--- config.mk ---
export PLATFORM = sky130hd
export DESIGN_NAME = itch_frame_buffer
export DESIGN_NICKNAME = d
export VERILOG_FILES = /design/src/rtl/itch_frame_buffer.sv
export SDC_FILE = /design/constraint.sdc
export NUM_CORES = 2
export LEC_CHECK = 0
export ABC_AREA = 1
export CAP_MARGIN = 20
export CELL_PAD_IN_SITES_DETAIL_PLACEMENT = 1
export CELL_PAD_IN_SITES_GLOBAL_PLACEMENT = 1
export CORE_MARGIN = 5
export CORE_UTILIZATION = 49
export CTS_CLUSTER_SIZE = 24
export DETAILED_ROUTE_END_ITERATION = 10
export PLACE_DENSITY_LB_ADDON = 0.1
export SKIP_LAST_GASP = 1
export SYNTH_ARGS = -nofsm -noshare
export SYNTH_HDL_FRONTEND = slang
export SYNTH_SLANG_ARGS = --single-unit
--- constraint.sdc ---
create_clock -name clk -period 5.5 [get_ports clk]
set_input_delay 1.1 -clock clk [delete_from_list [all_inputs] [get_ports clk]]
set_output_delay 1.1 -clock clk [all_outputs]
set_load 0.02 [all_outputs]
--- src/rtl/itch_frame_buffer.sv ---
// Frame buffer ahead of the order-book engine: assembles 11-word messages from a
// sop/eop word stream, queues them in a small FIFO and presents the head frame flat.
module itch_frame_buffer #(
  parameter int WORDS   = 11,
  parameter int DEPTH   = 4,
  parameter int HOLDOFF = 2,
  parameter int CW      = 16
) (
  input  logic                clk,
  input  logic                resetn,
  input  logic [31:0]         in_data,
  input  logic                in_valid,
  input  logic                in_sop,
  input  logic                in_eop,
  output logic                in_ready,
  input  logic                system_free,
  output logic                buffer_not_empty,
  output logic [32*WORDS-1:0] ff_buffer,
  output logic [CW-1:0]       frame_count,
  output logic [CW-1:0]       drop_count
);

  localparam int FW = 32 * WORDS;
  localparam int IW = $clog2(WORDS);
  localparam int PW = $clog2(DEPTH);
  localparam int OW = PW + 1;
  localparam int HW = $clog2(HOLDOFF + 2);

  typedef enum logic [1:0] {
    S_IDLE,
    S_ASSEMBLE,
    S_DISCARD
  } state_t;

  state_t          r_state;
  state_t          w_stateNext;
  logic [IW-1:0]   r_widx;
  logic [IW-1:0]   w_widxNext;
  logic [IW-1:0]   w_storeIdx;
  logic            w_store;
  logic            w_commit;
  logic [1:0]      w_dropInc;
  logic            w_accept;
  logic            w_pop;
  logic            w_bufNotEmpty;

  logic [FW-1:0]   r_mem [DEPTH];
  logic [FW-1:0]   w_wrFrame;
  logic [FW-1:0]   w_ffNext;
  logic [FW-1:0]   r_ffBuffer;
  logic [PW-1:0]   r_wptr;
  logic [PW-1:0]   r_rptr;
  logic [PW-1:0]   w_headPtr;
  logic [OW-1:0]   r_occ;
  logic [OW-1:0]   w_occNext;
  logic [HW-1:0]   r_holdoff;
  logic            r_inReady;
  logic [CW-1:0]   r_frameCount;
  logic [CW-1:0]   r_dropCount;
  logic [CW:0]     w_dropSum;

  assign w_accept      = in_valid && r_inReady;
  assign w_bufNotEmpty = (r_occ != '0) && (r_holdoff == '0);
  assign w_pop         = w_bufNotEmpty && system_free;

  always_ff @(posedge clk or negedge resetn) begin
    if (!resetn) begin
      r_state <= S_IDLE;
      r_widx  <= '0;
    end else begin
      r_state <= w_stateNext;
      r_widx  <= w_widxNext;
    end
  end

  // A sop word always wins: it restarts the frame in slot index 0 from any state.
  always_comb begin
    w_stateNext = r_state;
    w_widxNext  = r_widx;
    w_store     = 1'b0;
    w_storeIdx  = r_widx;
    w_commit    = 1'b0;
    w_dropInc   = 2'd0;
    if (w_accept) begin
      case (r_state)
        S_ASSEMBLE: begin
          if (in_sop) begin
            if (in_eop) begin
              w_dropInc   = 2'd2;
              w_stateNext = S_IDLE;
            end else begin
              w_dropInc   = 2'd1;
              w_store     = 1'b1;
              w_storeIdx  = '0;
              w_widxNext  = IW'(1);
            end
          end else if (r_widx == IW'(WORDS - 1)) begin
            if (in_eop) begin
              w_store     = 1'b1;
              w_commit    = 1'b1;
              w_stateNext = S_IDLE;
            end else begin
              w_dropInc   = 2'd1;
              w_stateNext = S_DISCARD;
            end
          end else if (in_eop) begin
            w_dropInc   = 2'd1;
            w_stateNext = S_IDLE;
          end else begin
            w_store    = 1'b1;
            w_widxNext = r_widx + IW'(1);
          end
        end
        default: begin
          if (in_sop) begin
            if (in_eop) begin
              w_dropInc   = 2'd1;
              w_stateNext = S_IDLE;
            end else begin
              w_store     = 1'b1;
              w_storeIdx  = '0;
              w_widxNext  = IW'(1);
              w_stateNext = S_ASSEMBLE;
            end
          end else if (r_state == S_IDLE) begin
            w_dropInc = 2'd1;
          end else if (in_eop) begin
            w_stateNext = S_IDLE;
          end
        end
      endcase
    end
  end

  // The write slot with this cycle's word merged in, so the registered head can
  // show a frame on the cycle right after it commits into an empty FIFO.
  always_comb begin
    w_wrFrame = r_mem[r_wptr];
    for (int i = 0; i < WORDS; i++) begin
      if (w_store && (w_storeIdx == IW'(i))) begin
        w_wrFrame[(WORDS-1-i)*32 +: 32] = in_data;
      end
    end
  end

  always_comb begin
    w_headPtr = w_pop ? (r_rptr + PW'(1)) : r_rptr;
    w_occNext = r_occ + OW'(w_commit) - OW'(w_pop);
    w_dropSum = {1'b0, r_dropCount} + (CW+1)'(w_dropInc);
    if (w_occNext == '0) begin
      w_ffNext = '0;
    end else if (w_headPtr == r_wptr) begin
      w_ffNext = w_wrFrame;
    end else begin
      w_ffNext = r_mem[w_headPtr];
    end
  end

  always_ff @(posedge clk or negedge resetn) begin
    if (!resetn) begin
      for (int i = 0; i < DEPTH; i++) begin
        r_mem[i] <= '0;
      end
      r_wptr       <= '0;
      r_rptr       <= '0;
      r_occ        <= '0;
      r_holdoff    <= '0;
      r_inReady    <= 1'b0;
      r_ffBuffer   <= '0;
      r_frameCount <= '0;
      r_dropCount  <= '0;
    end else begin
      if (w_store) begin
        r_mem[r_wptr] <= w_wrFrame;
      end
      if (w_commit) begin
        r_wptr <= r_wptr + PW'(1);
      end
      if (w_pop) begin
        r_rptr    <= r_rptr + PW'(1);
        r_holdoff <= HW'(HOLDOFF);
      end else if (r_holdoff != '0) begin
        r_holdoff <= r_holdoff - HW'(1);
      end
      r_occ        <= w_occNext;
      r_inReady    <= (w_occNext < OW'(DEPTH));
      r_ffBuffer   <= w_ffNext;
      r_frameCount <= r_frameCount + CW'(w_commit);
      r_dropCount  <= w_dropSum[CW] ? '1 : w_dropSum[CW-1:0];
    end
  end

  assign in_ready         = r_inReady;
  assign buffer_not_empty = w_bufNotEmpty;
  assign ff_buffer        = r_ffBuffer;
  assign frame_count      = r_frameCount;
  assign drop_count       = r_dropCount;

endmodule

==> results.toml <==
[outcome]
status = "finished, final reports clean"

[critical_path]
worstPathArrival_ns = 4.83
max_stage_delay_ns = 0.55
worst-setup-path-type = "input port to flop"
cpMaxStageDelayCell = "clkdlybuf4s50_1"
cp_max_fo = 38
path_buf_inv = 6
cp-end-kind = "flop"
worstPathRequired_ns = 6.27
startpoint = "in_sop"
worstSetupStartpointType = "input port"
cp_top_family = "buffers and inverters"
rr_startpoint = "r_occ[1]$_DFF_PN0_"
crit_chain = "clkdlybuf4s50_1 > nor2_2 > nand2_1 > nor3_1 > buf_4 > ha_1 > inv_1 > fa_1 > xor2_1 > xor2_1 > inv_1 > nand2_4 > buf_12 > buf_12 > nand2_1 > nor2_1"

[synth]
synthDistinctLibCells = 38
ys_seq_elements = 1808
synth_edf_count = 0
yosysSeqAreaShare = 0.469
synth_top_area_share = 0.469
yosysTopAreaCell = "dfrtp_1"
yosys-top-cells-area = "dfrtp_1 (47%), nand2_1 (17%), nand3_1 (9.1%)"
syn_nets = 13527
ys.flop_type = "dfrtp_1"
syn_area_sq_um = 96500
synth_cells = 13474
syn_avg_cell_area_sq_um = 7.17
async_flop_share = 1.00
yosysWarnings = 0

[die]
coreArea_sq_um = 197000
die_h_um = 454
fp-row-count = 163
start_util = 0.491
dieArea_sq_um = 206000
dieWidth_um = 454
io_pins = 424

[min_path]
hold_path.class = "input port to asynchronous set/reset pin"

[sta]
maxSlewHeadroom = 0.107
fin_crit_ns = 4.06
finalHoldViolCount = 0
tns_ns = 0
worstMarginPinSlew_ns = 1.34
slew_violations = 0
setup_violations = 0
rsz0062_at_grt = "no"
fin_crit_sh = 0.738
finalClockSkew_ns = 0.0362
max_clock_freq_ghz = 0.246
holdWs_ns = 0.257

[power_and_ir_drop]
p_switching_uw = 29300
pwr-share-seq = 0.290
swShare = 0.464
clock_power_share = 0.219
p_comb_frac = 0.491
vdd_drop_max_mv = 0.891
leakagePower_uw = 0.0527
internal_power_uw = 33800
power.density_nw_per_um2 = 580

[drt]
via_per_inst = 6.13
final_antenna_net_count = 0
drt_wl_total_um = 395000
drtIter0Drc = 9151
drt_pass1_iterations = 6
num_vias = 98587
wl_per_cell_um = 24.6
drc = 0

[grt]
grt_pass1_wl_um = 609000
grt_overflow = 0
grt.total_usage = 0.376
grt_pass1_vias = 103126
grt_antenna_before_repair = 36
grt_max_degree = 195

[placed_design]
place_hpwl_um = 226000
dp.cells = 15674
port_buffers = 423
gp_congestion = 0.855

[cells_and_area]
final_cells = 16073
synthToLayoutAreaGrowth_pct = 12.7
drive_gt1_frac = 0.0446
finish.utilization = 0.553
fin_nets = 13293

[clocking]
cts_root_buf = "clkbuf_16"
postCtsSetupBuffers = 0
cts_buffers = 203
cts_resized = 0
cts.sinks = 1808
htree_levels = 4
clock_latency_ns = 0.86
clk_pin_slew_ns = 0.06
cts_tree = "yes"
hold_buffers = 0
clockBufferDepth = 3

[run]
drv_cap = 0
## final cells by class
cell class                 instances  area [sq um]
antenna                           28          70.1
tap                             2640          3300
fill                           24879         87800
multi-input combinational       9737         43400
sequential                      1808         45300
timing repair buffer             666          7000
clock inverter                    42           365
clock buffer                     328          6290
inverter                         824          3140
## worst paths after layout
kind	cells after the start	slack (ns)	to
setup / recovery	16	1.44	ff_buffer[133]$_DFF_PN0_
hold / removal	1	0.26	r_mem[40]$_DFFE_PN0P_
setup reg to reg	17	1.62	ff_buffer[133]$_DFF_PN0_
hold reg to reg	1	0.48	frame_count[15]$_DFF_PN0_
max in group asynchronous	2	3.77	ff_buffer[302]$_DFF_PN0_
min in group clk	1	0.48	frame_count[15]$_DFF_PN0_
## placed cells by master, fill, tap and decap left out, drive strengths merged, types with 8 or more instances in the layout
cell type | Yosys | layout
a21oi | 610 | 610
a22o | 64 | 64
a22oi | 32 | 32
a31oi | 225 | 225
buf | 513 | 246
clkbuf | 592 | 328
clkdlybuf4s50 | 0 | 420
clkinv | 0 | 32
dfrtp | 1808 | 1808
diode | 0 | 28
ha | 13 | 13
inv | 824 | 829
nand2 | 4276 | 4276
nand3 | 1759 | 1759
nand4 | 12 | 12
nor2 | 930 | 930
nor3 | 8 | 8
o21ai | 1742 | 1742
o22a | 32 | 32
xor2 | 12 | 12
## synth_stat cells, types with 6 or more instances
library cell	n
nand3_1	1757
buf_4	63
buf_1	104
nand2_1	4271
inv_1	815
a31oi_1	225
a22oi_1	32
nor2_1	926
a22o_1	64
o21ai_1	95
xnor2_1	6
a21oi_1	610
o22a_1	32
buf_6	23
inv_2	9
dfrtp_1	1808
o21ai_0	1647
buf_2	323
nor3_1	8
clkbuf_2	17
xor2_1	12
ha_1	13
clkbuf_1	575
nand4_1	12
## per-layer routing
metal | track usage | wire length, um
met1 | 0.476 | 157000
met2 | 0.604 | 181000
met3 | 0.0694 | 32100
met4 | 0.226 | 25400
met5 | 0 | 133
## per-stage QoR
step / total power (uW) / cell area, sq um / setup WS [ns]
floorplan: 37200 / 96500 / 1.72
global placement: 47600 / 102000 / 0.815
detailed placement: 48800 / 102000 / 0.711
CTS: 62900 / 109000 / 1.52
global route: 66800 / 109000 / 1.33
finish: 63100 / 109000 / 1.44
## logic make-up (layout without fill, tap and decap cells)
logic type      after synthesis  in the layout  share of synthesized area
simple gates               6992           6992                      0.296
compound gates             2712           2712                      0.148
buf+inv                    1929           1860                     0.0836
flops                      1808           1808                      0.469
xor+xnor                     18             18                    0.00163
fa+ha+maj                    15             15                    0.00210
other cells                   0             28                          0
## flip-flops by register name, summed over array words and instances, names as in the netlist, 2 cells and up
register,flops
r_rptr,2
r_state,2
r_wptr,2
r_holdoff,2
frame_count,16
drop_count,16
r_widx,4
r_mem,1408
r_occ,3
ff_buffer,352
## power by group through the flow
stage / logic [uW] / registers, uW / clock network, uW
floorplan: 18300 / 18900 / 0
global placement: 29200 / 18400 / 0
detailed placement: 30400 / 18400 / 0
CTS: 30700 / 18300 / 13900
global route: 33900 / 18500 / 14500
finish: 31000 / 18300 / 13800
No activity file was read; power rests on OpenSTA's default activity.
